### config.mk
export PLATFORM = sky130hd
export DESIGN_NAME = trigger_receiver
export DESIGN_NICKNAME = d
export VERILOG_FILES = /design/src/rtl/sync_block_pkg.sv /design/src/rtl/sync_edge_detect.sv /design/src/rtl/trigger_receiver.sv
export SDC_FILE = /design/constraint.sdc
export NUM_CORES = 1
export LEC_CHECK = 0
export CAP_MARGIN = 20
export CELL_PAD_IN_SITES_DETAIL_PLACEMENT = 2
export CELL_PAD_IN_SITES_GLOBAL_PLACEMENT = 2
export CORE_AREA = 2 2 126 128
export CTS_BUF_LIST = sky130_fd_sc_hd__clkbuf_16
export DETAILED_ROUTE_END_ITERATION = 16
export DIE_AREA = 0 0 128 130
export PLACE_DENSITY_LB_ADDON = 0.1
export SETUP_SLACK_MARGIN = 0.02
export SLEW_MARGIN = 30
export SYNTH_ARGS = -nofsm -noshare
export SYNTH_HDL_FRONTEND = slang
export SYNTH_SLANG_ARGS = --single-unit
### constraint.sdc
create_clock -name clock -period 3 [get_ports clock]
set_clock_uncertainty 0.15 [all_clocks]
set_input_delay 0.6 -clock clock [delete_from_list [all_inputs] [get_ports clock]]
set_output_delay 0.6 -clock clock [all_outputs]
set_load 0.02 [all_outputs]
### src/rtl/sync_block_pkg.sv
// sync_block_pkg: types and default timing constants shared by the trigger generator and receiver
//   rx_state_t       receiver state encoding
//   DEF_*            default delay window and qualification constants
package sync_block_pkg;

    typedef enum logic [1:0] {
        S_IDLE,
        S_ARMED,
        S_QUALIFY,
        S_HOLDOFF
    } rx_state_t;

    localparam int unsigned DEF_EXPECTED_DELAY = 450_000;
    localparam int unsigned DEF_TOLERANCE      = 16;
    localparam int unsigned DEF_MIN_WIDTH      = 2;
    localparam int unsigned DEF_HOLDOFF        = 1000;
    localparam int unsigned DEF_CNT_W          = 32;

endpackage

### src/rtl/sync_edge_detect.sv
// sync_edge_detect: 2-FF synchronizer with registered level and rising-edge pulse
//   clock     system clock
//   reset     synchronous active-high reset
//   async_in  asynchronous input
//   level     synchronized level, aligned with rise
//   rise      one-cycle pulse, 3 cycles after async_in rises
module sync_edge_detect (
    input  logic clock,
    input  logic reset,
    input  logic async_in,
    output logic level,
    output logic rise
);

    logic meta, sync;

    always_ff @(posedge clock) begin
        if (reset) begin
            meta  <= 1'b0;
            sync  <= 1'b0;
            level <= 1'b0;
            rise  <= 1'b0;
        end else begin
            meta  <= async_in;
            sync  <= meta;
            level <= sync;
            rise  <= sync & ~level;
        end
    end

endmodule

### src/rtl/trigger_receiver.sv
// trigger_receiver: measures and qualifies the fg-to-trigger delay on the detector side
//   clock, reset        system clock, synchronous active-high reset
//   fg_signal           asynchronous frame-grabber strobe
//   detector_trigger    asynchronous trigger from the sync block
//   trigger_valid       pulse on a qualified trigger
//   measured_delay      delay of the last qualified trigger
//   early_error         pulse with trigger_valid when the delay is below the window
//   late_error          pulse when no trigger edge arrives by the window end
//   glitch_error        pulse when the trigger is shorter than MIN_WIDTH
//   stray_error         pulse on a trigger edge while not armed
//   trigger_count       qualified trigger count, wrapping
//   busy                high whenever not idle
module trigger_receiver
    import sync_block_pkg::*;
#(
    parameter int unsigned EXPECTED_DELAY = DEF_EXPECTED_DELAY,
    parameter int unsigned TOLERANCE      = DEF_TOLERANCE,
    parameter int unsigned MIN_WIDTH      = DEF_MIN_WIDTH,
    parameter int unsigned HOLDOFF        = DEF_HOLDOFF,
    parameter int unsigned CNT_W          = DEF_CNT_W
) (
    input  logic             clock,
    input  logic             reset,
    input  logic             fg_signal,
    input  logic             detector_trigger,
    output logic             trigger_valid,
    output logic [CNT_W-1:0] measured_delay,
    output logic             early_error,
    output logic             late_error,
    output logic             glitch_error,
    output logic             stray_error,
    output logic [15:0]      trigger_count,
    output logic             busy
);

    localparam int HW = $clog2(MIN_WIDTH + 1);
    localparam logic [CNT_W-1:0] ONE         = CNT_W'(1);
    localparam logic [CNT_W-1:0] LATE_AT     = CNT_W'(EXPECTED_DELAY + TOLERANCE + 1);
    localparam logic [CNT_W-1:0] EARLY_BELOW = CNT_W'(EXPECTED_DELAY - TOLERANCE);
    localparam logic [CNT_W-1:0] HOLD_LEN    = CNT_W'(HOLDOFF);
    localparam logic [HW-1:0]    RUN_DONE    = HW'(MIN_WIDTH);

    if (MIN_WIDTH == 0 || HOLDOFF == 0 || TOLERANCE > EXPECTED_DELAY ||
        ((64'(EXPECTED_DELAY) + 64'(TOLERANCE) + 64'd1) >> CNT_W) != 64'd0) begin : g_bad_params
        $error("trigger_receiver: invalid parameter set");
    end

    rx_state_t        state, state_n;
    logic [CNT_W-1:0] cnt, cnt_n, cand, cand_n;
    logic [HW-1:0]    run, run_n;
    logic             fg_rise, trig_rise, trig_level, unused_fg_level;
    logic             qualify, early_p, late_p, glitch_p, stray_p;

    sync_edge_detect u_fg_sync (
        .clock    (clock),
        .reset    (reset),
        .async_in (fg_signal),
        .level    (unused_fg_level),
        .rise     (fg_rise)
    );

    sync_edge_detect u_trig_sync (
        .clock    (clock),
        .reset    (reset),
        .async_in (detector_trigger),
        .level    (trig_level),
        .rise     (trig_rise)
    );

    // cnt is the delay since the fg edge while measuring, and the elapsed dead time in HOLDOFF
    always_comb begin
        state_n  = state;
        cnt_n    = cnt + ONE;
        cand_n   = cand;
        run_n    = run;
        qualify  = 1'b0;
        late_p   = 1'b0;
        glitch_p = 1'b0;
        stray_p  = 1'b0;
        case (state)
            S_IDLE: begin
                cnt_n   = fg_rise ? ONE : cnt;
                state_n = fg_rise ? S_ARMED : S_IDLE;
                stray_p = trig_rise;
            end
            S_ARMED: begin
                if (trig_rise) begin
                    cand_n  = cnt;
                    run_n   = HW'(1);
                    qualify = (MIN_WIDTH == 1);
                    state_n = S_QUALIFY;
                end else if (cnt >= LATE_AT) begin
                    late_p  = 1'b1;
                    state_n = S_IDLE;
                end else if (fg_rise) begin
                    cnt_n = ONE;
                end
            end
            S_QUALIFY: begin
                if (trig_level) begin
                    run_n   = run + HW'(1);
                    qualify = (run_n == RUN_DONE);
                end else begin
                    glitch_p = 1'b1;
                    state_n  = S_ARMED;
                end
            end
            S_HOLDOFF: state_n = (cnt == HOLD_LEN) ? S_IDLE : S_HOLDOFF;
            default:   state_n = S_IDLE;
        endcase
        if (qualify) begin
            state_n = S_HOLDOFF;
            cnt_n   = ONE;
        end
        early_p = qualify && (cand_n < EARLY_BELOW);
    end

    always_ff @(posedge clock) begin
        if (reset) begin
            state          <= S_IDLE;
            cnt            <= '0;
            cand           <= '0;
            run            <= '0;
            measured_delay <= '0;
            trigger_count  <= '0;
        end else begin
            state <= state_n;
            cnt   <= cnt_n;
            cand  <= cand_n;
            run   <= run_n;
            if (qualify) begin
                measured_delay <= cand_n;
                trigger_count  <= trigger_count + 16'd1;
            end
        end
    end

    // pulses are suppressed while reset is asserted so an abandoned measurement reports nothing
    assign trigger_valid = qualify  & ~reset;
    assign early_error   = early_p  & ~reset;
    assign late_error    = late_p   & ~reset;
    assign glitch_error  = glitch_p & ~reset;
    assign stray_error   = stray_p  & ~reset;
    assign busy          = (state != S_IDLE);

endmodule

==> results by group <==
Die
  – Die width: 128 µm
  – Die ar.: 0.01664 mm²
  – I/O Pins: 58
  – Initial Utilization: 0.3329
  – Vert. Die Dim: 130 µm
  – Placement Rows: 46
  – Area of the core region: 0.01542 mm²

Finish
  – Antenna cell count: 0
  – Post-synthesis to final-layout area growth: 30.21%
  – Final layout net count: 666
  – Util after Layout: 0.4335
  – Fraction of layout instances using a drive strength above 1: 0.1083

Global routing
  – Number of global-route vias before repair: 4706
  – Global-route wire length before repair: 25580 µm
  – Number of antenna violations at the first check in global routing: 0
  – Residual overflow from global routing: 0
  – Largest net degree at the start of global routing: 69
  – Global-route total usage across every layer: 0.2007

CTS
  – Register clock-pin slew on the reported worst setup and hold paths: 0.06 ns
  – Number of buffers on the longest clock path: 2
  – Clock tree from TritonCTS: yes
  – Number of buffers inserted for hold repair after clock tree synthesis: 0
  – Clock buffers created by TritonCTS: 17
  – CTS Root Cell: sky130_fd_sc_hd__clkbuf_16
  – Worst skew pair latency: 0.42 ns
  – H-tree depth: 4
  – CTS sink cnt: 124
  – Buffers inserted by post-CTS timing repair: 0

Worst setup path
  – Kind of cell adding the most delay to the critical path: buffers and inverters
  – Combined buffer and inverter count along the critical path: 2
  – Cell with the biggest individual delay on the critical path: sky130_fd_sc_hd__dfxtp_1
  – Reg-to-reg slack, setup: 0.43 ns
  – CP Depth: 8
  – Nature of the critical path startpoint: flop
  – Cell breakdown of the critical path: inv_1, ha_1, nor4_2, a21oi_1, o221ai_2, and2_4, nor3_1, dlygate4sd1_1
  – Worst Path Class, Setup: flop to output pin
  – Worst-path fanout max: 5
  – CP endpoint kind: output pin
  – Data arrival time of the worst path: 2.11 ns
  – Cell count of the worst reg-to-reg path: 8
  – Data required time of the critical path: 2.25 ns
  – Worst stage delay on the critical path: 0.34 ns

Drt
  – Drt wl/cell: 18.50 µm
  – Per-cell via count in the routed design: 5.084
  – Vias after detailed routing: 4357
  – Met2 wire length: 7480 µm
  – Routed wl met3: 475 µm
  – Post-route ant nets: 0
  – Max Used Layer: met4
  – Wire length on met1: 7729 µm
  – First-pass DRT Iterations: 4
  – Number of remaining DRC errors: 0
  – Routed Wire Length: 15860 µm
  – Detailed Route Iter0 Violations: 186

Synth
  – Average size of a mapped cell: 8.915 µm²
  – Synthesis Warnings: 0
  – Most frequently used cell type in the post-synthesis netlist: sky130_fd_sc_hd__nor2_1
  – Flip-flop cell with the highest count after synthesis: sky130_fd_sc_hd__dfxtp_1
  – Unique masters post-synth: 42
  – Part of the Yosys area used for sequential elements: 0.4834
  – Syn Std Cell Area: 0.005135 mm²
  – Ranking of synthesized cells by instance count: sky130_fd_sc_hd__nor2_1 (128), sky130_fd_sc_hd__dfxtp_1 (124), sky130_fd_sc_hd__mux2i_1 (34)
  – Area share of the largest cell type after synthesis: 0.4834
  – Leading post-synthesis cells by cell area: sky130_fd_sc_hd__dfxtp_1 (48%), sky130_fd_sc_hd__nor2_1 (9.4%), sky130_fd_sc_hd__mux2i_1 (6.6%)
  – Top cell type by total area after synthesis: sky130_fd_sc_hd__dfxtp_1
  – Number of instances in the synthesized netlist: 576
  – Flops & latches, synth: 124
  – Share of flip-flops with an asynchronous set or reset: 0
  – Number of synthesized flops with an enable pin: 0
  – Net count after synthesis: 590

Placed design
  – Final Wtd Congestion: 0.8673
  – Number of I/O port buffers: 57
  – DP Wirelength: 11470 µm

Pwr
  – Worst supply voltage drop on vdd: 0.3873 mV
  – Leak pwr: 2.652 nW
  – Cell area power density: 580.8 mW/mm²

Run status
  – Status: finished clean

STA
  – Maximum clock frequency: 349.5 MHz
  – Final hold vios: 0
  – Setup TNS Final: 0 ns
  – Final critical path time including I/O delays and setup: 2.861 ns
  – Final worst path period share: 0.9537
  – Final setup violation count: 0
  – Slew @ Worst Pin: 0.6941 ns
  – Relative slew slack: 0.5373
  – Count of pins over their slew limit: 0

Hold path
  – Worst hold path stage count: 1
  – Class of the tightest hold or removal check: flop to flop

Job
  – Maximum capacitance violations: 0
-- timing repair --
action / CTS / global route
pin swaps: 1 / 0
endpoints found under the setup margin: 2 / 2
gates resized for setup: 4 / 8
hold endpoints to repair: 0 / 0
-- where the power goes --
group | leakage [nW] | internal [W] | total (W) | switching, W
Combinational | 1.35 | 0.0000243 | 0.0000827 | 0.0000584
Sequential | 1.00 | 0.00165 | 0.00166 | 0.00000497
Clock | 0.302 | 0.00137 | 0.00214 | 0.000769
Total | 2.65 | 0.00305 | 0.00388 | 0.000832
-- routing by layer --
layer / vias up / GRT usage
met2: 63 / 0.3240
met1: 2139 / 0.2668
met4: 0 / 0.06852
met5: - / 0
met3: 16 / 0.04510
li1: 2139 / -
-- cell usage in the layout, fill, tap and decap left out, drive strengths merged, types with 3 or more instances in the layout --
| cell type | netlist | routed |
|---|---|---|
| a211oi | 32 | 32 |
| a21oi | 11 | 11 |
| a31oi | 5 | 5 |
| and2 | 3 | 3 |
| and3 | 10 | 10 |
| buf | 10 | 32 |
| bufinv | 0 | 4 |
| clkbuf | 21 | 17 |
| clkdlybuf4s50 | 0 | 54 |
| clkinv | 0 | 5 |
| dfxtp | 124 | 124 |
| ha | 10 | 10 |
| inv | 12 | 16 |
| mux2i | 34 | 34 |
| nand2 | 26 | 26 |
| nand2b | 4 | 4 |
| nand3 | 28 | 28 |
| nand4 | 13 | 13 |
| nor2 | 128 | 128 |
| nor2b | 13 | 13 |
| nor3 | 12 | 12 |
| nor4 | 8 | 8 |
| o21ai | 10 | 10 |
| or2 | 3 | 3 |
| or3 | 5 | 5 |
| xnor2 | 10 | 10 |
| xor2 | 27 | 27 |
-- sequential cells by signal (all words and copies together), names as in the netlist, 2 cells and up --
name            cells
cand               32
cnt                32
measured_delay     32
trigger_count      16
run                 2
state               2
-- worst reg2reg max path, delay by kind of cell, from the launching register on --
| family | cells | cell delay [ns] |
|---|---|---|
| adder cells (fa/ha/maj) | 1 | 0.22 |
| flip-flops | 1 | 0.35 |
| XOR/XNOR | 1 | 0.17 |
| AND/OR/NAND/NOR | 5 | 1.45 |
| buffers and inverters | 1 | 0.09 |
-- kinds of logic (layout without fill, tap and decap cells) --
kind of cell | Yosys count | in the layout | synth area share
simple gates | 260 | 260 | 0.2385
flops | 124 | 124 | 0.4834
compound gates | 68 | 68 | 0.09016
buf+inv | 43 | 132 | 0.03411
xor+xnor | 37 | 37 | 0.06311
mux | 34 | 34 | 0.06628
fa+ha+maj | 10 | 10 | 0.02437
-- final timing paths --
kind / start / end
worst min register to register: u_fg_sync.level$_SDFF_PP0_ / u_fg_sync.rise$_SDFF_PP0_
worst min-delay path: u_fg_sync.level$_SDFF_PP0_ / u_fg_sync.rise$_SDFF_PP0_
worst max-delay path: cnt[1]$_SDFFE_PP0P_ / late_error
worst max register to register: state[0]$_SDFFE_PP0P_ / cnt[22]$_SDFFE_PP0P_
-- layout make-up --
cell class	count	area, µm²
Clock buffer	17	425.4
Inverter	12	45.04
Clock inverter	15	181.4
Sequential cell	124	2484
Timing Repair Buffer	88	799.5
Tap cell	192	240.2
Multi-Input combinational cell	409	2511
Fill cell	1676	8738
-- per-stage QoR --
step / std cells / area (µm²) / total power, W / hold WS [ns] / setup slack (ns)
global route: 857 / 6686 / 0.004015 / 0.2634 / -0.005760
floorplan: 576 / 5135 / 0.001745 / 0.2174 / 0.3066
global placement: 825 / 6050 / 0.001773 / 0.2248 / 0.2600
detailed placement: 825 / 6050 / 0.001775 / 0.2307 / 0.1835
CTS: 857 / 6663 / 0.003928 / 0.2499 / 0.03483
finish: 857 / 6686 / 0.003883 / 0.2493 / 0.1390
No activity file was read; power rests on OpenSTA's default activity.
